$ cat src/rtl/branch_resolve_unit_pkg.sv
// rtl/branch_resolve_unit_pkg.sv - shared funct3 codes, FSM encoding and B-immediate rebuild
package branch_resolve_unit_pkg;

  localparam logic [2:0] F3_BEQ  = 3'b000;
  localparam logic [2:0] F3_BNE  = 3'b001;
  localparam logic [2:0] F3_BLT  = 3'b100;
  localparam logic [2:0] F3_BGE  = 3'b101;
  localparam logic [2:0] F3_BLTU = 3'b110;
  localparam logic [2:0] F3_BGEU = 3'b111;

  typedef enum logic [1:0] {
    ST_IDLE = 2'd0,
    ST_EVAL = 2'd1,
    ST_RESP = 2'd2
  } state_t;

  // The decoder hands the B immediate over split exactly as it sits in the instruction word.
  function automatic logic [12:0] build_imm_b(input logic [6:0] msb, input logic [4:0] lsb);
    return {msb[6], lsb[0], msb[5:0], lsb[4:1], 1'b0};
  endfunction

endpackage

$ cat src/rtl/branch_resolve_unit_cmp.sv
// rtl/branch_resolve_unit_cmp.sv - combinational branch condition evaluator (module branch_cmp)
module branch_cmp
  import branch_resolve_unit_pkg::*;
#(
  parameter int XLEN = 32
) (
  input  logic [XLEN-1:0] rs1,
  input  logic [XLEN-1:0] rs2,
  input  logic [2:0]      funct3,
  output logic            cond,
  output logic            illegal
);

  always_comb begin
    cond    = 1'b0;
    illegal = 1'b0;
    case (funct3)
      F3_BEQ:  cond = (rs1 == rs2);
      F3_BNE:  cond = (rs1 != rs2);
      F3_BLT:  cond = ($signed(rs1) <  $signed(rs2));
      F3_BGE:  cond = ($signed(rs1) >= $signed(rs2));
      F3_BLTU: cond = (rs1 <  rs2);
      F3_BGEU: cond = (rs1 >= rs2);
      default: illegal = 1'b1;
    endcase
  end

endmodule

$ cat src/rtl/branch_resolve_unit.sv
// rtl/branch_resolve_unit.sv - resolves B-type branches and returns redirect info to fetch
module branch_resolve_unit
  import branch_resolve_unit_pkg::*;
#(
  parameter int XLEN  = 32,
  parameter int CNT_W = 16
) (
  input  logic             clk,
  input  logic             rst,
  input  logic             in_valid,
  output logic             in_ready,
  input  logic [XLEN-1:0]  pc,
  input  logic [2:0]       funct3,
  input  logic [6:0]       imm_B_MSB,
  input  logic [4:0]       imm_B_LSB,
  input  logic [XLEN-1:0]  rs1_data,
  input  logic [XLEN-1:0]  rs2_data,
  output logic             res_valid,
  input  logic             res_ready,
  output logic             taken,
  output logic [XLEN-1:0]  target_pc,
  output logic             illegal,
  output logic             misaligned,
  output logic             flush,
  output logic [CNT_W-1:0] branch_count,
  output logic [CNT_W-1:0] taken_count
);

  localparam logic [XLEN-1:0]  PC_STEP = XLEN'(4);
  localparam logic [CNT_W-1:0] CNT_MAX = '1;
  localparam logic [CNT_W-1:0] CNT_ONE = CNT_W'(1);

  state_t state_q, state_d;

  logic [XLEN-1:0] pc_q, rs1_q, rs2_q;
  logic [2:0]      f3_q;
  logic [6:0]      msb_q;
  logic [4:0]      lsb_q;

  logic            cond, cond_illegal;
  logic [12:0]     imm;
  logic [XLEN-1:0] imm_sext, target_d;
  logic            taken_d, misaligned_d, handshake;

  branch_cmp #(.XLEN(XLEN)) u_cmp (
    .rs1     (rs1_q),
    .rs2     (rs2_q),
    .funct3  (f3_q),
    .cond    (cond),
    .illegal (cond_illegal)
  );

  assign imm          = build_imm_b(msb_q, lsb_q);
  assign imm_sext     = {{(XLEN-13){imm[12]}}, imm};
  assign taken_d      = cond & ~cond_illegal;
  assign target_d     = taken_d ? (pc_q + imm_sext) : (pc_q + PC_STEP);
  assign misaligned_d = taken_d & (target_d[1:0] != 2'b00);

  assign in_ready  = (state_q == ST_IDLE);
  assign res_valid = (state_q == ST_RESP);
  assign handshake = res_valid & res_ready;
  // Only a legal, aligned, taken branch redirects fetch.
  assign flush     = handshake & taken & ~misaligned;

  always_comb begin
    state_d = state_q;
    case (state_q)
      ST_IDLE: if (in_valid) state_d = ST_EVAL;
      ST_EVAL: state_d = ST_RESP;
      ST_RESP: if (res_ready) state_d = ST_IDLE;
      default: state_d = ST_IDLE;
    endcase
  end

  always_ff @(posedge clk or posedge rst) begin
    if (rst) begin
      state_q <= ST_IDLE;
    end else begin
      state_q <= state_d;
    end
  end

  always_ff @(posedge clk or posedge rst) begin
    if (rst) begin
      pc_q  <= '0;
      rs1_q <= '0;
      rs2_q <= '0;
      f3_q  <= '0;
      msb_q <= '0;
      lsb_q <= '0;
    end else if (state_q == ST_IDLE && in_valid) begin
      pc_q  <= pc;
      rs1_q <= rs1_data;
      rs2_q <= rs2_data;
      f3_q  <= funct3;
      msb_q <= imm_B_MSB;
      lsb_q <= imm_B_LSB;
    end
  end

  // Result registers stay put through RESP so the consumer sees stable fields under backpressure.
  always_ff @(posedge clk or posedge rst) begin
    if (rst) begin
      taken      <= 1'b0;
      target_pc  <= '0;
      illegal    <= 1'b0;
      misaligned <= 1'b0;
    end else if (state_q == ST_EVAL) begin
      taken      <= taken_d;
      target_pc  <= target_d;
      illegal    <= cond_illegal;
      misaligned <= misaligned_d;
    end
  end

  always_ff @(posedge clk or posedge rst) begin
    if (rst) begin
      branch_count <= '0;
      taken_count  <= '0;
    end else if (handshake) begin
      if (branch_count != CNT_MAX) branch_count <= branch_count + CNT_ONE;
      if (flush && taken_count != CNT_MAX) taken_count <= taken_count + CNT_ONE;
    end
  end

endmodule
$ cat config.mk
export PLATFORM = sky130hd
export DESIGN_NAME = branch_resolve_unit
export DESIGN_NICKNAME = d
export VERILOG_FILES = /design/src/rtl/branch_resolve_unit_pkg.sv /design/src/rtl/branch_resolve_unit_cmp.sv /design/src/rtl/branch_resolve_unit.sv
export SDC_FILE = /design/constraint.sdc
export NUM_CORES = 1
export LEC_CHECK = 0
export ABC_AREA = 1
export CAP_MARGIN = 20
export CELL_PAD_IN_SITES_DETAIL_PLACEMENT = 2
export CELL_PAD_IN_SITES_GLOBAL_PLACEMENT = 2
export CORE_MARGIN = 2
export CORE_UTILIZATION = 33
export DETAILED_ROUTE_END_ITERATION = 8
export GPL_ROUTABILITY_DRIVEN = 0
export PLACE_DENSITY_LB_ADDON = 0.1
export SYNTH_ARGS = -nofsm -noshare
export SYNTH_HDL_FRONTEND = slang
export SYNTH_SLANG_ARGS = --single-unit
export TNS_END_PERCENT = 10
$ cat constraint.sdc
create_clock -name clk -period 17.05 [get_ports clk]
set_input_delay 3.41 -clock clk [delete_from_list [all_inputs] [get_ports clk]]
set_output_delay 3.41 -clock clk [all_outputs]
set_load 0.005 [all_outputs]
==> flow_summary.json, run 1 <==
{
  "grt_overflow": 0,
  "ir_worst_vdd_mv": 0.09698,
  "grt_usage_pct": 22.43,
  "syn_inst": 1462,
  "edff_count_synth": 0,
  "root_buffer": "sky130_fd_sc_hd__clkbuf_16",
  "setup_viol": 0,
  "max_clock_freq_mhz": 121.3,
  "fin_worst_skew_ns": 0.01390,
  "synth-compound-area-share_pct": 7.109,
  "synth_seq_area_share_pct": 41.01,
  "die_width_um": 186.4,
  "clkTransAtPathRegs_ns": 0.06,
  "grt_max_degree": 115,
  "hp-class": "reg -> reg",
  "synth.cells.most_frequent": "523 x sky130_fd_sc_hd__nand2_1, 180 x sky130_fd_sc_hd__dfrtp_1, 159 x sky130_fd_sc_hd__inv_1",
  "synth.distinct_cells": 42,
  "power_per_cell_area_nw_per_um2": 196.4,
  "p_clk_share_pct": 15.8,
  "syn-mean-instance-area_um2": 7.512,
  "min_period_ns": 8.243,
  "yosys_warnings": 0,
  "area_growth_syn_to_layout_pct": 26.51,
  "clock_sinks": 180,
  "syn_area_um2": 10980,
  "clk_path_buf_depth": 2,
  "postCtsHoldBufs": 0,
  "grt_pass1_vias": 11412,
  "cts.htree.levels": 4,
  "adder_cell_fraction_of_synth_area_pct": 7.587,
  "synth_xor_area_share_pct": 6.539,
  "cts.repair.resized": 0,
  "seq_area_um2": 4504,
  "fin_setup_tns_ns": 0,
  "chipHeight_um": 186.4,
  "worst-path-max-fanout": 4,
  "grt_pass1_wl_um": 61870,
  "status": "completed",
  "synthMostInstantiatedCell": "sky130_fd_sc_hd__nand2_1",
  "synthSimpleGateAreaFrac_pct": 30.12,
  "final.period_utilization_pct": 48.35,
  "power.internal_mw": 1.411,
  "worstSetupEndpointType": "output port",
  "cts-buffers-inserted": 17,
  "cap_violations": 0,
  "start_kind": "input port",
  "postCtsSetupBuffers": 0,
  "worst_slew_pin_slew_ns": 0.9331,
  "net-switching-power_mw": 1.318,
  "muxShareOfSynthArea_pct": 0.2051,
  "final_count_of_pins_violating_max_slew": 0,
  "floorplan.io_pins": 185,
  "ys_top_cells_by_area": "sky130_fd_sc_hd__dfrtp_1 41%, sky130_fd_sc_hd__nand2_1 18%, sky130_fd_sc_hd__ha_1 7.4%",
  "yosys_most_used_dff": "sky130_fd_sc_hd__dfrtp_1",
  "post_synth_net_total": 1643,
  "drtPass1Iterations": 4,
  "drtIter0Drc": 294,
  "via_per_inst": 4.883,
  "critical_path_class": "in -> out",
  "power.sequential.fraction_pct": 28.1,
  "core_area_um2": 32620,
  "antenna_violations_before_repair": 7,
  "clock_insertion_delay_worst_skew_ns": 0.45,
  "dr_total_vias": 10210,
  "worst_slew_margin_rel_pct": 37.79,
  "final_hold_violating_endpoints": 0,
  "io_buffers": 184,
  "n_fill_cell": 3722,
  "remaining_drc_errors": 0,
  "std_cell_rows": 66,
  "total_power_mw": 2.729,
  "detailedPlacementHpwl_um": 28330,
  "cts_tree": "done",
  "asyncSetResetFlopFracSynth_pct": 100.0,
  "wl_per_cell_um": 17.93,
  "leakage_power_nw": 6.928,
  "route.antenna.remaining_nets": 0,
  "p_comb_share_pct": 56.1,
  "grt_setup_unrepaired": "false",
  "power.share.switching_pct": 48.31,
  "die-area_um2": 34760,
  "data_required_critical_path_ns": 13.64,
  "synth.top_cell.area_share_pct": 41.01,
  "multi_input_area_um2": 5665,
  "initial_core_util_pct": 33.67,
  "final_net_count": 1813,
  "drive_above_1_share_pct": 4.498,
  "drt-total-wl_um": 37490,
  "post-synth-top-area-cell": "sky130_fd_sc_hd__dfrtp_1",
  "synth_seq_cells": 180,
  "synth_top_family_by_area": "simple AND/OR/NAND/NOR gates",
  "cp.arrival_ns": 4.83
}
## power groups by stage
stage | Sequential, mW | Combinational, mW | Clock (mW)
after global routing | 0.793 | 1.75 | 0.460
after detailed placement | 0.773 | 1.53 | 0
after floorplan | 0.717 | 1.05 | 0
after CTS | 0.769 | 1.56 | 0.446
after global placement | 0.765 | 1.47 | 0
final | 0.768 | 1.53 | 0.431
## sequential cells by signal, indices dropped and copies added, names as in the netlist
register	count
target_pc	32
f3_q	3
illegal	1
msb_q	7
branch_count	16
misaligned	1
state_q	2
pc_q	32
rs1_q	32
taken_count	16
taken	1
rs2_q	32
lsb_q	5
## kinds of logic (layout without fill, tap and decap cells)
| family | after synthesis | in the layout |
|---|---|---|
| compound gates | 144 | 144 |
| xor+xnor | 82 | 82 |
| fa+ha+maj | 66 | 66 |
| buf+inv | 204 | 387 |
| flops | 180 | 180 |
| mux | 2 | 2 |
| other cells | 0 | 4 |
| simple gates | 784 | 784 |
## path summary, 6_finish.rpt
path / slack, ns / from / cells after the start / end
worst max-delay path: 8.81 / res_ready / 4 / flush
min in group asynchronous: 3.32 / rst / 2 / target_pc[4]
max in group asynchronous: 12.08 / rst / 4 / target_pc[25]
worst min register to register: 0.48 / target_pc[13] / 2 / target_pc[13]
worst max register to register: 13.59 / rs1_q[31] / 15 / target_pc[16]
worst min-delay path: 0.48 / target_pc[13] / 2 / target_pc[13]
## layout make-up
class | instances | share of cell area, %
Multi-Input combinational cell | 1078 | 40.77
Sequential cell | 180 | 32.42
Timing Repair Buffer | 190 | 13.72
Inverter | 165 | 4.511
Tap cell | 442 | 3.980
Clock buffer | 23 | 3.512
Clock inverter | 9 | 1.009
Antenna cell | 4 | 0.07204
## routing by layer
layer | GRT usage (%) | part of all wire (%)
met5 | 0 | 0.093
met4 | 5.969 | 1.8
met3 | 4.702 | 4.5
met2 | 40.07 | 50
met1 | 27.32 | 43
## critical path, stage by stage
cell and delay [ns]:
sky130_fd_sc_hd__clkdlybuf4s50_1 0.48, sky130_fd_sc_hd__nand2_1 0.11, sky130_fd_sc_hd__nor3_2 0.26, sky130_fd_sc_hd__clkdlybuf4s50_1 0.56
## placed cells by master (no fill, tap or decap), types with 18 or more instances in the layout
cell,n
sky130_fd_sc_hd__dfrtp_1,180
sky130_fd_sc_hd__ha_1,65
sky130_fd_sc_hd__clkdlybuf4s50_1,184
sky130_fd_sc_hd__nor2_1,94
sky130_fd_sc_hd__xor2_1,59
sky130_fd_sc_hd__nor3_1,18
sky130_fd_sc_hd__nand2_1,522
sky130_fd_sc_hd__a21oi_1,51
sky130_fd_sc_hd__xnor2_1,23
sky130_fd_sc_hd__nand3_1,98
sky130_fd_sc_hd__o21ai_0,68
sky130_fd_sc_hd__inv_1,158
## through the flow
step	worst slack (ns)	instances	hold WS (ns)	area (um^2)	util [%]
floorplan	8.753	1462	0.4528	10980	-
global placement	8.875	2054	0.4613	13230	40.56
detailed placement	8.808	2054	0.4704	13230	40.56
CTS	8.793	2086	0.4874	13860	42.48
global route	8.729	2087	0.5122	13880	42.57
finish	8.807	2091	0.4800	13890	42.60
Power figures use the tool's default switching activity.
==> run 2, diff against run 1 <==
Settings changed: CORE_UTILIZATION 33 to 28.
Clock period 17.05 ns to 7.1 ns, I/O delays scaled along.
==> run 2 against run 1 <==
Net effect: setup slack worse by 5.9 ns; cell area up 0.33%; global-route usage fell by 3.2 points; critical endpoint unchanged; largest cell class unchanged.
==> flow_summary.json, run 2 (synthesis results as in run 1) <==
{
  "drt-total-wl_um": 37890,
  "die_width_um": 202.1,
  "data_required_critical_path_ns": 5.68,
  "setup_viol": 0,
  "grt_max_degree": 109,
  "fin_setup_tns_ns": 0,
  "commonest_non_fill_non_tap_cell_in_the_layout": "sky130_fd_sc_hd__nand2_1",
  "critical_path_class": "in -> out",
  "worst_slew_pin_slew_ns": 0.9419,
  "grt_setup_unrepaired": "false",
  "grt_usage_pct": 19.26,
  "std_cell_rows": 72,
  "area_growth_syn_to_layout_pct": 26.93,
  "grt_pass1_wl_um": 61350,
  "postCtsHoldBufs": 0,
  "clock_sinks": 180,
  "final_net_count": 1813,
  "postCtsSetupBuffers": 0,
  "final_hold_violating_endpoints": 0,
  "layout.cells.most_common_list": "522 x sky130_fd_sc_hd__nand2_1, 184 x sky130_fd_sc_hd__clkdlybuf4s50_1, 180 x sky130_fd_sc_hd__dfrtp_1, 158 x sky130_fd_sc_hd__inv_1, 98 x sky130_fd_sc_hd__nand3_1",
  "final.period_utilization_pct": 59.34,
  "min_period_ns": 4.213,
  "io_buffers": 184,
  "hp-class": "reg -> reg",
  "leakage_power_nw": 6.913,
  "remaining_drc_errors": 0,
  "drtIter0Drc": 358,
  "rrSetupSlack_ns": 3.73,
  "cts_tree": "done",
  "final_core_utilization_pct": 36.07,
  "antenna_violations_before_repair": 12,
  "start_kind": "input port",
  "core_area_um2": 38650,
  "route.antenna.remaining_nets": 0,
  "worst-path-max-fanout": 4,
  "ir_worst_vdd_mv": 0.2429,
  "fin_worst_skew_ns": 0.008637,
  "die-area_um2": 40830,
  "cap_violations": 0,
  "status": "completed",
  "final_count_of_pins_violating_max_slew": 0,
  "initial_core_util_pct": 28.42,
  "root_buffer": "sky130_fd_sc_hd__clkbuf_16",
  "grt_overflow": 0,
  "r2r_start": "rs1_q[31]",
  "cp.arrival_ns": 2.79,
  "worst_slew_margin_rel_pct": 37.20,
  "total_power_mw": 6.480,
  "chipHeight_um": 202.1,
  "wl_per_cell_um": 17.53,
  "max_clock_freq_mhz": 237.3,
  "cts.htree.levels": 4,
  "clkTransAtPathRegs_ns": 0.07,
  "cts.repair.resized": 0,
  "drtPass1Iterations": 5,
  "drive_above_1_share_pct": 4.324,
  "via_per_inst": 4.688,
  "floorplan.io_pins": 185,
  "worstHoldPathCells": 2,
  "min-delay-start": "target_pc[17]",
  "clock_insertion_delay_worst_skew_ns": 0.45,
  "clk_path_buf_depth": 2,
  "detailedPlacementHpwl_um": 29560,
  "reg_to_reg_critical_path_endpoint": "target_pc[16]",
  "grt_pass1_vias": 11298,
  "cts-buffers-inserted": 17,
  "power_per_cell_area_nw_per_um2": 464.8,
  "worstSetupEndpointType": "output port",
  "dr_total_vias": 10135,
  "hold_path_end": "target_pc[17]",
  "timing.reg2reg.worst_path_depth": 15,
  "worst_hold_slack_ns": 0.4765
}
[run 2: report_power, final]
group	leakage [nW]	switching [mW]	total [mW]	internal [mW]
logic	4.36	2.30	3.64	1.35
clock network	0.297	0.415	1.01	0.594
registers	2.26	0.386	1.83	1.44
total	6.91	3.10	6.48	3.38
[run 2: worst max path at each step]
stage	start	endpoint	slack, ns
2_1_floorplan	rst	branch_count[0]	0.79
3_3_place_gp	res_ready	flush	2.91
3_5_place_dp	in_valid	rs2_q[25]	2.85
4_1_cts	res_ready	flush	2.87
5_1_grt	res_ready	flush	2.81
6_report	res_ready	flush	2.89
[run 2: area by class of cell]
cell class	instances	area [um^2]
antenna	2	5.005
multi-input combinational	1078	5665
inverter	165	629.4
tap	518	648.1
fill	4454	24710
sequential	180	4504
clock inverter	9	155.1
timing repair buffer	190	1887
clock buffer	20	446.7
[run 2: worst max-delay path, stage by stage]
cell,delay [ns]
sky130_fd_sc_hd__clkdlybuf4s50_1,0.48
sky130_fd_sc_hd__nand2_1,0.09
sky130_fd_sc_hd__nor3_2,0.24
sky130_fd_sc_hd__clkdlybuf4s50_1,0.56
[run 2: routing by layer]
metal / wire length, um / GRT usage [%] / part of all wire (%)
met3: 1517 / 4.337 / 4.0
met4: 408 / 4.280 / 1.1
met2: 19120 / 34.36 / 50
met1: 16710 / 23.60 / 44
met5: 130 / 0 / 0.34
[run 2: metrics by stage]
step                      instance area (um^2)  worst slack [ns]  cells
after floorplan                          10980            0.7930   1462
after global placement                   13330             2.915   2131
after detailed placement                 13330             2.850   2131
after CTS                                13940             2.874   2160
after global routing                     13940             2.807   2160
final                                    13940             2.887   2162
